[src/rtl/i2s_pkg.sv]
// i2s_pkg: shared I2S word width and receiver FSM state encoding
package i2s_pkg;
  localparam int I2S_DATA_WIDTH = 16;
  typedef enum logic [1:0] {SYNC, LEFT, RIGHT} rx_state_e;
endpackage

[src/rtl/i2s_rx_if.sv]
// i2s_rx_if: I2S serial bus plus recovered parallel samples; frm_err exists only with I2S_RX_ERR_EN
interface i2s_rx_if
  import i2s_pkg::*;
#(
  parameter int DATA_WIDTH = I2S_DATA_WIDTH
);
  logic bclk;
  logic lrck;
  logic sdata;
  logic [DATA_WIDTH-1:0] l_data;
  logic [DATA_WIDTH-1:0] r_data;
  logic valid;
`ifdef I2S_RX_ERR_EN
  logic frm_err;
  modport master (output bclk, lrck, sdata, input l_data, r_data, valid, frm_err);
  modport slave (input bclk, lrck, sdata, output l_data, r_data, valid, frm_err);
`else
  modport master (output bclk, lrck, sdata, input l_data, r_data, valid);
  modport slave (input bclk, lrck, sdata, output l_data, r_data, valid);
`endif
endinterface

[src/rtl/i2s_rx_sync_edge.sv]
// sync_edge: 2-FF synchronizer with a third stage giving registered, mutually aligned value and edge flags
module sync_edge (
  input  logic clk,
  input  logic rst_n,
  input  logic d,
  output logic q,
  output logic rise,
  output logic fall
);
  logic s1, s2;
  // q is the delayed synchronized value, so rise/fall refer to the same instant as q
  always_ff @(posedge clk or negedge rst_n) begin
    if (!rst_n) begin
      s1 <= 1'b0;
      s2 <= 1'b0;
      q <= 1'b0;
      rise <= 1'b0;
      fall <= 1'b0;
    end else begin
      s1 <= d;
      s2 <= s1;
      q <= s2;
      rise <= s2 & ~q;
      fall <= ~s2 & q;
    end
  end
endmodule

[src/rtl/i2s_rx.sv]
// i2s_rx: Philips I2S receiver oversampled on clk; define I2S_RX_ERR_EN to add the frm_err channel-length check
module i2s_rx
  import i2s_pkg::*;
#(
  parameter int DATA_WIDTH = I2S_DATA_WIDTH,
  parameter int CNT_W = $clog2(DATA_WIDTH + 1)
) (
  input logic clk,
  input logic rst_n,
  i2s_rx_if.slave bus
);
  localparam logic [DATA_WIDTH-1:0] MSB = {1'b1, {(DATA_WIDTH - 1){1'b0}}};
  logic bclk_rise, lrck_s, sdata_s;
  logic unused_bclk_q, unused_bclk_fall, unused_lrck_rise, unused_lrck_fall, unused_sdata_rise, unused_sdata_fall;
  rx_state_e state;
  logic lr_q, tr, valid;
  logic [CNT_W-1:0] cnt;
  logic [DATA_WIDTH-1:0] l_sh, r_sh, l_hold, l_data, r_data, mask, l_next, r_next;
  sync_edge u_bclk (.clk, .rst_n, .d(bus.bclk), .q(unused_bclk_q), .rise(bclk_rise), .fall(unused_bclk_fall));
  sync_edge u_lrck (.clk, .rst_n, .d(bus.lrck), .q(lrck_s), .rise(unused_lrck_rise), .fall(unused_lrck_fall));
  sync_edge u_sdata (.clk, .rst_n, .d(bus.sdata), .q(sdata_s), .rise(unused_sdata_rise), .fall(unused_sdata_fall));
  // lrck change since the previous bit edge marks the ending channel's LSB; mask selects the bit slot, empty once saturated
  always_comb begin
    tr = lrck_s != lr_q;
    mask = (cnt < CNT_W'(DATA_WIDTH)) ? MSB >> cnt : '0;
    l_next = sdata_s ? l_sh | mask : l_sh;
    r_next = sdata_s ? r_sh | mask : r_sh;
  end
`ifdef I2S_RX_ERR_EN
  logic frm_err, bad_len;
  assign bad_len = cnt != CNT_W'(DATA_WIDTH - 1);
  assign bus.frm_err = frm_err;
`endif
  // framing FSM: sync to a left start, assemble both channels MSB-first, publish the pair at the right LSB
  always_ff @(posedge clk or negedge rst_n) begin
    if (!rst_n) begin
      state <= SYNC;
      lr_q <= 1'b0;
      cnt <= '0;
      l_sh <= '0;
      r_sh <= '0;
      l_hold <= '0;
      l_data <= '0;
      r_data <= '0;
      valid <= 1'b0;
`ifdef I2S_RX_ERR_EN
      frm_err <= 1'b0;
`endif
    end else begin
      valid <= 1'b0;
`ifdef I2S_RX_ERR_EN
      frm_err <= 1'b0;
`endif
      if (bclk_rise) begin
        lr_q <= lrck_s;
        cnt <= tr ? '0 : (cnt == CNT_W'(DATA_WIDTH)) ? cnt : cnt + 1'b1;
        case (state)
          SYNC: if (tr && !lrck_s) begin
            state <= LEFT;
            l_sh <= '0;
          end
          LEFT: if (tr) begin
            state <= RIGHT;
            l_hold <= l_next;
            r_sh <= '0;
`ifdef I2S_RX_ERR_EN
            frm_err <= bad_len;
`endif
          end else l_sh <= l_next;
          RIGHT: if (tr) begin
            state <= LEFT;
            l_data <= l_hold;
            r_data <= r_next;
            valid <= 1'b1;
            l_sh <= '0;
`ifdef I2S_RX_ERR_EN
            frm_err <= bad_len;
`endif
          end else r_sh <= r_next;
          default: state <= SYNC;
        endcase
      end
    end
  end
  assign bus.l_data = l_data;
  assign bus.r_data = r_data;
  assign bus.valid = valid;
endmodule
[src/flat_wrapper.sv]
// flat-port wrapper written by rule: the top's interface ports become plain ports
module i2s_rx_flat import i2s_pkg::*;
#(
  parameter int DATA_WIDTH = I2S_DATA_WIDTH,
  parameter int CNT_W = $clog2(DATA_WIDTH + 1)
)
  (clk, rst_n, bus_bclk, bus_lrck, bus_sdata, bus_l_data, bus_r_data, bus_valid);
  i2s_rx_if #(.DATA_WIDTH(DATA_WIDTH)) bus_i ();
  input logic clk;
  input logic rst_n;
  input wire logic [$bits(bus_i.bclk)-1:0] bus_bclk;
  input wire logic [$bits(bus_i.lrck)-1:0] bus_lrck;
  input wire logic [$bits(bus_i.sdata)-1:0] bus_sdata;
  output wire logic [$bits(bus_i.l_data)-1:0] bus_l_data;
  output wire logic [$bits(bus_i.r_data)-1:0] bus_r_data;
  output wire logic [$bits(bus_i.valid)-1:0] bus_valid;
  assign bus_i.bclk = bus_bclk;
  assign bus_i.lrck = bus_lrck;
  assign bus_i.sdata = bus_sdata;
  assign bus_l_data = bus_i.l_data;
  assign bus_r_data = bus_i.r_data;
  assign bus_valid = bus_i.valid;
  i2s_rx #(.DATA_WIDTH(DATA_WIDTH), .CNT_W(CNT_W)) u_core (.clk(clk), .rst_n(rst_n), .bus(bus_i));
endmodule
[config.mk]
export PLATFORM = sky130hd
export DESIGN_NAME = i2s_rx_flat
export DESIGN_NICKNAME = d
export VERILOG_FILES = /design/src/rtl/i2s_pkg.sv /design/src/rtl/i2s_rx_if.sv /design/src/rtl/i2s_rx_sync_edge.sv /design/src/rtl/i2s_rx.sv /design/src/flat_wrapper.sv
export SDC_FILE = /design/constraint.sdc
export NUM_CORES = 1
export LEC_CHECK = 0
export BUFFER_PORTS_ARGS = -buffer_cell sky130_fd_sc_hd__buf_2
export CAP_MARGIN = 20
export CORE_AREA = 4 4 97 99
export DETAILED_ROUTE_END_ITERATION = 10
export DIE_AREA = 0 0 101 103
export HOLD_SLACK_MARGIN = 0.1
export PLACE_DENSITY = 0.67
export SLEW_MARGIN = 20
export SYNTH_ARGS = -nofsm -noshare
export SYNTH_HDL_FRONTEND = slang
export SYNTH_SLANG_ARGS = --single-unit
[constraint.sdc]
create_clock -name clk -period 2.2 [get_ports clk]
set_clock_uncertainty 0.1 [all_clocks]
set_input_delay 0.44 -clock clk [delete_from_list [all_inputs] [get_ports clk]]
set_output_delay 0.44 -clock clk [all_outputs]
set_load 0.02 [all_outputs]
# == After elaboration in Yosys (flattened, before gate mapping) ==
# Index checks and enable logic that the tools add are counted.
# totals
ff_bits,99
latchBits,0
mem_bits_rw,0
romBits,0
input_bits,5
out_inout_bits,33
wordCells,65
memories,0
# classes
add_sub_neg,1
n_mul,0
div,0
order_cmp,1
eq_ne,10
shifts,1
muxes,18
n_bitwise,4
reduce_logical,11
# ops
op,n
$mux 16,7
$pmux 16 s3,1
$or 16x16->16,2
$pmux 16 s2,1
$shr 16x5->16 const A,1
$mux 5,2
$ne 2x1->1 const B,4
$reduce_and 4->1,2
$mux 2,3
$pmux 2 s3,1
$reduce_and 3->1,2
$add 5x1->5 const B,1
$eq 5x5->1 const B,1
$lt 5x5->1 const B,1
$reduce_and 5->1,1
$ne 2x2->1 const B,2
$mux 1,3
$reduce_bool 3->1,1
$eq 2x1->1 const B,1
$eq 2x2->1 const B,1
$logic_not 2->1,1
$reduce_and 2->1,1
$reduce_bool 2->1,1
$and 1x1->1,1
other kinds (4),4

# == Logic depth before layout (Yosys ltp) ==
# Gate-level depths: netlist of the first run.
# depth
ltp_word,6
depth_mapped,7
depth_no_buf,5

# == By module ==
# From an unflattened synthesis of the first run, not the netlist that was laid out.
# unflattened
hier_cells,359
area_unflattened_um2,4295.4
# by_module_without_submodules
module,n_inst,cells_each,area_each_um2,seq_area_each_um2
i2s_rx,1,338,3875.0,2227.1
sync_edge,3,7,140.1,125.1

# == Least setup slack after synthesis of the first run ==
# OpenSTA, ideal clock, no wires.
# synth_timing
kind,register to register
from,reg u_core.lr_q
to,"reg u_core.l_data[0], in the netlist u_core.bus.l_data[0]"
setup_ps,125
arrival_time_ps,1516
required_time_ps,1975
setup_slack_ps,459
path_stages_with_launch,5
path_buffers,1
synth_period_minus_slack_ps,1741
path_cell_list,dfrtp_1 > ha_1 > and4bb_4 > buf_6 > mux2_2
# synth_between
elab_chain_len,2
# synth_rtl
item,line,rtl
"start, declared",i2s_rx.sv:16,"logic lr_q, tr, valid;"
"start signal, assigned",i2s_rx.sv:55,lr_q <= lrck_s;
$ne 1x1->1,i2s_rx.sv:24,tr = lrck_s != lr_q;
$reduce_and 3->1 (no line),-,
"end signal, assigned",i2s_rx.sv:72,l_data <= l_hold;
"end, declared",i2s_rx.sv:18,"logic [DATA_WIDTH-1:0] l_sh, r_sh, l_hold, l_data, r_data, mask, l_next, r_next;"
# No other way between the ends.
# A chain may end at the register's enable or synchronous reset.

# == Worst setup path in the final report of the first run ==
# layout_timing
from,reg u_core.lr_q
to,reg u_core.l_sh[5]
# layout_between
elab_chain_len,4
elab_cells_between_ends,6
classes_between,eq/ne (4); reduce/logical (2)
# layout_rtl
item,line,rtl
$ne 1x1->1 *,i2s_rx.sv:24,
$logic_and 1x1->1,i2s_rx.sv:58,SYNC: if (tr && !lrck_s) begin
$ne 2x1->1 (no line),-,
$reduce_and 5->1 (no line) *,-,
"end signal, assigned",i2s_rx.sv:69,end else l_sh <= l_next;
"end, declared",i2s_rx.sv:18,
# Every way passes the cells marked *; elsewhere a longest branch is shown, timed or not.

==> results of run 1 <==
per-stage QoR:
step | cell area, um2 | hold slack [ns] | setup slack [ns]
after floorplan | 4155 | 0.04441 | 0.4593
after global placement | 4408 | 0.2027 | 0.2817
after detailed placement | 4408 | 0.2090 | 0.2497
after CTS | 4634 | 0.2520 | 0.2131
after global routing | 4634 | 0.2501 | 0.09022
final | 4634 | 0.2477 | 0.2387
worst max path at each step:
stage	startpoint	endpoint	slack [ns]	depth (start not counted)
detailed placement	u_core.lr_q	u_core.bus.l_data[15]	0.25	4
finish	u_core.lr_q	u_core.l_sh[5]	0.24	4
global route	u_core.lr_q	u_core.l_sh[5]	0.09	4
CTS	u_core.lr_q	u_core.l_sh[5]	0.21	4
floorplan	u_core.lr_q	u_core.bus.l_data[0]	0.46	4
global placement	u_core.lr_q	u_core.l_sh[5]	0.28	4
state kept, by name, indices dropped and copies added (netlist names):
name / cells
u_core.l_sh: 16
u_core.u_bclk.rise: 1
u_core.u_sdata.s2: 1
u_core.lr_q: 1
u_core.bus.r_data: 16
u_core.u_sdata.q: 1
u_core.u_bclk.s2: 1
u_core.bus.valid: 1
u_core.u_bclk.s1: 1
u_core.u_lrck.s2: 1
u_core.r_sh: 16
u_core.cnt: 5
u_core.state: 2
u_core.u_lrck.s1: 1
u_core.u_lrck.q: 1
u_core.l_hold: 16
u_core.u_bclk.q: 1
u_core.u_sdata.s1: 1
u_core.bus.l_data: 16
layout make-up:
type                            count  area, um2  area share, %
Tap cell                          108      135.1          2.916
Clock buffer                       11      151.4          3.267
Inverter                            6      22.52         0.4860
Timing Repair Buffer               51      327.8          7.073
Multi-Input combinational cell    229       1485          32.05
Sequential cell                    99       2477          53.46
Clock inverter                      5      35.03         0.7559
synth_stat cells, drive strengths merged, types with 5 or more instances:
master	n	share of area [%]
a32o	11	2.6
o21ai	23	3.7
inv	6	0.54
nand2	34	3.1
a21oi	44	5.3
and4bb	5	1.6
a22o	5	1.1
dfrtp	99	60
ha	7	2.1
mux2	18	4.9
buf	25	4.0
nor2	49	4.4
logic make-up after synthesis:
group | Yosys count | synth area share, %
AO/OA/AOI/OAI | 93 | 14.78
adder cells (fa/ha/maj) | 7 | 2.108
buffers and inverters | 32 | 4.637
flip-flops | 99 | 59.62
multiplexers | 18 | 4.878
AND/OR/NAND/NOR | 111 | 13.97
critical path: stages, from the launching register on:
cell and delay [ns]:
dfrtp_1 0.39, ha_1 0.44, and4b_1 0.62, and3_1 0.25
o21a_1 0.11
power breakdown:
group	internal (mW)	switching, mW
clock network	0.475	0.621
logic	0.627	0.910
registers	2.28	0.321
total	3.39	1.85
routing by layer:
layer  up-vias  share of wire (%)  global-route usage [%]
li1       1317                  -                       -
met1      1343                 47                   21.95
met2        63                 47                   25.52
met3        14                4.3                   3.721
met4         0                1.8                   7.157
met5         -                  0                       0
repair_timing:
action                     in CTS  in global routing
gates resized for setup         0                  0
hold endpoints to repair       16                  0
setup endpoints to repair       0                  0
hold buffers                    4                  0
buffers inserted                0                  0
==> qor_table.md, run 1 <==
| Step | Parameter | This run |
|:---|:---|:---|
| clock network | Clock latency of the later-clocked register in the worst-skew pair | 0.37 ns |
| floorplanning | Placeable core area | 8551 um2 |
| synth | Mapped Avg Cell Area | 11.54 um2 |
| detailed routing | DRT Wirelength | 7.682 mm |
| global route | Global-route usage over all layers | 16.32% |
| global route | Pin count of the biggest net entering global routing | 63 |
| power | PD cells | 1130 nW/um2 |
| sta | Period utilization | 89.15% |
| global route | Initial antenna violation count | 0 |
| clock network | Number of buffers created by CTS | 9 |
| critical path | R2R Path End | u_core.l_sh[5] |
| detailed routing | Post-route antenna net violation count | 0 |
| detailed routing | Starting DRC count in detailed routing | 134 |
| critical path | Source of the worst register-to-register timing path | u_core.lr_q |
| floorplanning | Initial Utilization | 48.60% |
| synth | Net count after synthesis | 372 |
| synth | Number of distinct library cells after synthesis | 38 |
| sta | Max frequency | 509.9 MHz |
| floorplanning | Top-Level Pins | 38 |
| clock network | CTS max path bufs | 2 |
| critical path | Required @ worst endpoint | 2.41 ns |
| synth | Post-synthesis sequential area ratio | 59.62% |
| power | Overall Power | 5.237 mW |
| sta | Max-slew violation count | 0 |
| clock network | CTS Sinks | 99 |
| cells and area | Synthesis-to-finish area growth | 11.53% |
| critical path | Flop-to-flop setup slack | 0.24 ns |
| cells and area | Fraction of final layout cells with drive strength greater than 1 | 26.18% |
| detailed routing | Total DRC errors in the routed layout | 0 |
| detailed routing | Routed len/inst | 15.09 um |
| place | Global placer's final weighted congestion | 0.8911 |
| cells and area | Number of nets in the finished design | 408 |
| critical path | Worst EP arrival | 2.17 ns |
| hold path | Hold EP | u_core.u_lrck.q |
| place | Number of buffers inserted by port buffering | 37 |
| hold path | Class of the tightest hold or removal check | flip-flop to flip-flop |
| synth | Post-synthesis instance area | 4155 um2 |
| detailed routing | Detail-routed via count per cell | 5.377 |
| clock network | Clock input transition at the sequential cells of the worst setup and hold paths | 0.10 ns |
| sta | Worst-margin pin slew | 0.5852 ns |
| critical path | Crit Path Class | flip-flop to flip-flop |
| detailed routing | Total iterations of the first detailed-routing run | 4 |
| global route | Vias in the first global route | 2654 |
| global route | First-pass GRT wire length | 13.21 mm |
| clock network | TritonCTS clock tree | built |
| cells and area | Top library cells by usage in the layout, fill and taps aside | dfrtp_1 (99), nor2_1 (49), a21oi_1 (44), buf_2 (36), nand2_1 (33) |
| critical path | Maximum fanout along the worst path | 16 |
| clock network | Depth of the CTS H-tree | 3 |
| sta | Accumulated negative setup slack | 0 ns |
| floorplanning | Width of the die | 101 um |
| synth | Post-synthesis async set-or-reset flop share | 100.0% |
| synth | Number of cells produced by synthesis | 360 |
| clock network | CTS Root Buffer Type | clkbuf_8 |
| critical path | R2R cell count | 4 |
| run status | Status | complete, no violations |
| global route | Remaining global-route overflow | 0 |
| cells and area | Non-filler cells, final | 509 |
| cells and area | FILL cells | 742 |
| sta | Final hold violations | 0 |
| power | Highest ir drop seen on vdd | 0.4131 mV |
| hold path | Hold path start | u_core.u_lrck.s2 |
| floorplanning | Area of the die | 10400 um2 |
| place | Placed wire-length estimate | 5.099 mm |
| place | Total instance count after detailed placement | 489 |
| sta | Worst-case headroom to the max-slew limit | 60.96% |
| cells and area | Number of diodes added for antenna fixing | 0 |
| cells and area | Post-layout utilization of the core | 54.20% |
| detailed routing | Total number of vias | 2737 |
| cells and area | Most common library cell in the layout ignoring fill and taps | dfrtp_1 |
| synth | Count of state elements after synthesis | 99 |
| sta | RSZ-0062 raised after global routing | no |
| run | Number of violations of the max-capacitance limit | 0 |
| hold path | Cells on Worst Hold Path | 0 |
| floorplanning | Vertical extent of the die | 103 um |
| power | Static Leak | 2.219 nW |
| synth | Number of flops mapped to enable cells by yosys | 0 |
| synth | Most used flip-flop cell after synthesis | dfrtp_1 |
| synth | Number of warnings printed during yosys synthesis | 0 |
| critical path | Critical path endpoint category | flip-flop |
| floorplanning | Num rows | 34 |
| sta | Setup-violating endpoint count in the final report | 0 |
| critical path | Type of origin of the critical path | flip-flop |
| sta | Shortest clock period the worst path allows after layout | 1.961 ns |
Power figures use the tool's default switching activity.
==> run 2: changes to the inputs <==
--- a/config.mk
+++ b/config.mk
@@ -8,9 +8,9 @@
 export BUFFER_PORTS_ARGS = -buffer_cell sky130_fd_sc_hd__buf_2
 export CAP_MARGIN = 20
-export CORE_AREA = 4 4 97 99
+export CORE_AREA = 4 4 123 125
 export DETAILED_ROUTE_END_ITERATION = 10
-export DIE_AREA = 0 0 101 103
+export DIE_AREA = 0 0 127 129
+export GPL_TIMING_DRIVEN = 0
 export HOLD_SLACK_MARGIN = 0.1
-export PLACE_DENSITY = 0.67
 export SLEW_MARGIN = 20
 export SYNTH_ARGS = -nofsm -noshare
==> constraint.sdc (replaced) <==
create_clock -name clk -period 2.2 [get_ports clk]
set_clock_uncertainty 0.1 [all_clocks]
set_input_delay 0.22 -clock clk [delete_from_list [all_inputs] [get_ports clk]]
set_output_delay 0.22 -clock clk [all_outputs]
set_load 0.02 [all_outputs]
==> qor_table.md, run 2 (synthesized netlist as in run 1, its figures left out) <==
| Step | Parameter | This run | vs previous |
|:---|:---|:---|:---|
| global route | Vias in the first global route | 2903 | +9.4% |
| critical path | Required @ worst endpoint | 2.33 ns | -0.08 ns |
| place | Worst-case setup slack after placement | 0.3194 ns | +0.06974 ns |
| floorplanning | Initial Utilization | 29.94% | -19 points |
| floorplanning | Vertical extent of the die | 129 um | +25% |
| sta | Setup-violating endpoint count in the final report | 0 | unchanged |
| clock network | TritonCTS clock tree | built |  |
| critical path | R2R cell count | 4 | unchanged |
| global route | M2 GR Usage | 20.08% | -5.4 points |
| global route | First-pass GRT wire length | 15.57 mm | +18% |
| detailed routing | Post-route antenna net violation count | 0 | unchanged |
| detailed routing | Total DRC errors in the routed layout | 0 | unchanged |
| power | Switching share of power | 34.71% | -0.65 points |
| floorplanning | Top-Level Pins | 38 | unchanged |
| clock network | CTS max path bufs | 2 | unchanged |
| detailed routing | Total iterations of the first detailed-routing run | 5 | +1 |
| critical path | Maximum fanout along the worst path | 10 | -6 |
| detailed routing | Total number of vias | 2866 | +4.7% |
| clock network | CTS Root Buffer Type | clkbuf_16 |  |
| global route | Remaining global-route overflow | 0 | unchanged |
| cells and area | Top library cells by usage in the layout, fill and taps aside | dfrtp_1 (99), buf_2 (49), nor2_1 (49), a21oi_1 (44), nand2_1 (33) |  |
| cells and area | Synthesis-to-finish area growth | 18.13% |  |
| floorplanning | Num rows | 43 | +26% |
| run status | Status | complete, no violations |  |
| place | Placed wire-length estimate | 6.228 mm | +22% |
| hold path | Class of the tightest hold or removal check | primary input to async pin |  |
| clock network | Clock latency of the later-clocked register in the worst-skew pair | 0.35 ns | -0.02 ns |
| detailed routing | Detail-routed via count per cell | 4.793 | -11% |
| power | Highest ir drop seen on vdd | 0.4223 mV | +2.2% |
| cells and area | Final non-filler cell area | 4908 um2 | +5.9% |
| clock network | Clock input transition at the sequential cells of the worst setup and hold paths | 0.06 ns | -0.04 ns |
| sta | Final worst hold slack | 0.2190 ns | -0.02875 ns |
| place | Number of buffers inserted by port buffering | 37 | unchanged |
| sta | Worst path setup slack after routing | 0.3148 ns | +0.07617 ns |
| floorplanning | Placeable core area | 13880 um2 | +62% |
| place | Total instance count after detailed placement | 578 | +18% |
| critical path | Type of origin of the critical path | flip-flop |  |
| critical path | Crit Path Class | flip-flop to flip-flop |  |
| run | Number of violations of the max-capacitance limit | 0 | unchanged |
| cells and area | Post-layout utilization of the core | 35.36% | -19 points |
| cells and area | Fraction of final layout cells with drive strength greater than 1 | 27.75% | +1.6 points |
| power | Share of power burned in registers | 45.0% | -4.7 points |
| detailed routing | DRT Wirelength | 9.318 mm | +21% |
| sta | Final hold violations | 0 | unchanged |
| place | Global placer's final weighted congestion | 0.7734 | -13% |
| sta | Worst-margin pin slew | 0.4408 ns | -0.1443 ns |
| global route | Global-route usage over all layers | 12.19% | -4.1 points |
| detailed routing | Routed len/inst | 15.58 um | +3.2% |
| floorplanning | Width of the die | 127 um | +26% |
| sta | RSZ-0062 raised after global routing | no |  |
| global route | Initial antenna violation count | 0 | unchanged |
| cells and area | Number of diodes added for antenna fixing | 0 | unchanged |
| cells and area | Number of nets in the finished design | 425 | +4.2% |
| global route | Met3 usage | 3.611% | -0.11 points |
| cells and area | Non-filler cells, final | 598 | +17% |
| power | PD cells | 1162 nW/um2 | +2.8% |
| sta | Shortest clock period the worst path allows after layout | 1.885 ns | -0.07617 ns |
| sta | Max frequency | 530.5 MHz | +4.0% |
| global route | Pin count of the biggest net entering global routing | 68 | +7.9% |
| place | Total placed instance area | 4599 um2 | +4.3% |
| power | P_int | 3.724 mW | +10% |
| critical path | Critical path endpoint category | flip-flop |  |
| cells and area | Most common library cell in the layout ignoring fill and taps | dfrtp_1 |  |
| power | Static Leak | 2.327 nW | +4.8% |
| sta | Max-slew violation count | 0 | unchanged |
| clock network | Depth of the CTS H-tree | 3 | unchanged |
| sta | Period utilization | 85.69% | -3.5 points |
| global route | Routing usage on met1 | 15.61% | -6.3 points |
| power | Proportion of power drawn by the clock network | 25.7% | +4.8 points |
| clock network | CTS Sinks | 99 | unchanged |
| detailed routing | Starting DRC count in detailed routing | 202 | +51% |
| floorplanning | Area of the die | 16380 um2 | +57% |
| critical path | Worst EP arrival | 2.01 ns | -0.16 ns |
| power | Part of the total power dissipated in combinational logic | 29.3% | about the same |
| clock network | Number of buffers created by CTS | 9 | unchanged |
| global route | Most heavily used metal layer in global routing | met2 |  |
| sta | Worst-case headroom to the max-slew limit | 70.48% | +9.5 points |
| power | Switching Power | 1.980 mW | +6.9% |
[run 2: cell types whose count changed in the layout (fill, tap and decap cells not counted), sizes merged]
| cell | change |
|---|---|
| buf | +16 |
| clkbuf | +1 |
| clkinvlp | -1 |
| inv | +1 |
[run 2: timing repair]
item,4_1_cts,5_1_grt
resized for setup,0,0
hold endpoints to repair,102,0
buffers inserted,0,0
hold buffers,4,0
[run 2: worst max-delay path, cell delays in order (launching register included)]
cell and delay [ns]:
dfrtp_1 0.38, ha_1 0.40, and4bb_4 0.37, buf_6 0.17, mux2_2 0.34
[run 2: through the flow]
stage	setup TNS, ns	total power, mW
5_1_grt	0	6.085
2_1_floorplan	0	3.703
4_1_cts	0	5.778
3_3_place_gp	-21.87	4.228
3_5_place_dp	0	4.280
6_report	0	5.704
[run 2: worst paths after layout]
kind                             startpoint               endpoint  slack, ns
max                             u_core.lr_q  u_core.bus.l_data[12]       0.31
min                                   rst_n      u_core.u_sdata.s1       0.22
max reg2reg                     u_core.lr_q  u_core.bus.l_data[12]       0.31
min reg2reg                u_core.u_bclk.s1       u_core.u_bclk.s2       0.25
max in group asynchronous             rst_n       u_core.bus.valid       1.15
min in group clk           u_core.u_bclk.s1       u_core.u_bclk.s2       0.25
[run 2: power groups by stage]
stage          combinational [mW]  clock, mW  sequential (mW)
2_1_floorplan               0.855          0             2.85
3_3_place_gp                 1.65          0             2.58
3_5_place_dp                 1.68          0             2.60
4_1_cts                      1.70       1.51             2.57
5_1_grt                      1.83       1.61             2.64
6_report                     1.67       1.47             2.56
[run 2: metal layers]
layer  wire length (um)  share of wire [%]
met2               4602                 49
met1               4137                 44
met4                110                1.2
met3                468                5.0
met5                  0                  0
[run 2: layout make-up]
type | count | area (um2)
plain buffers | 26 | 170.2
clock buffers | 11 | 232.7
fillers | 1384 | 8972
multi-input cells | 229 | 1485
flip-flops and latches | 99 | 2477
clock inverters | 5 | 36.28
inverters | 6 | 22.52
repair buffers | 42 | 259.0
well taps | 180 | 225.2
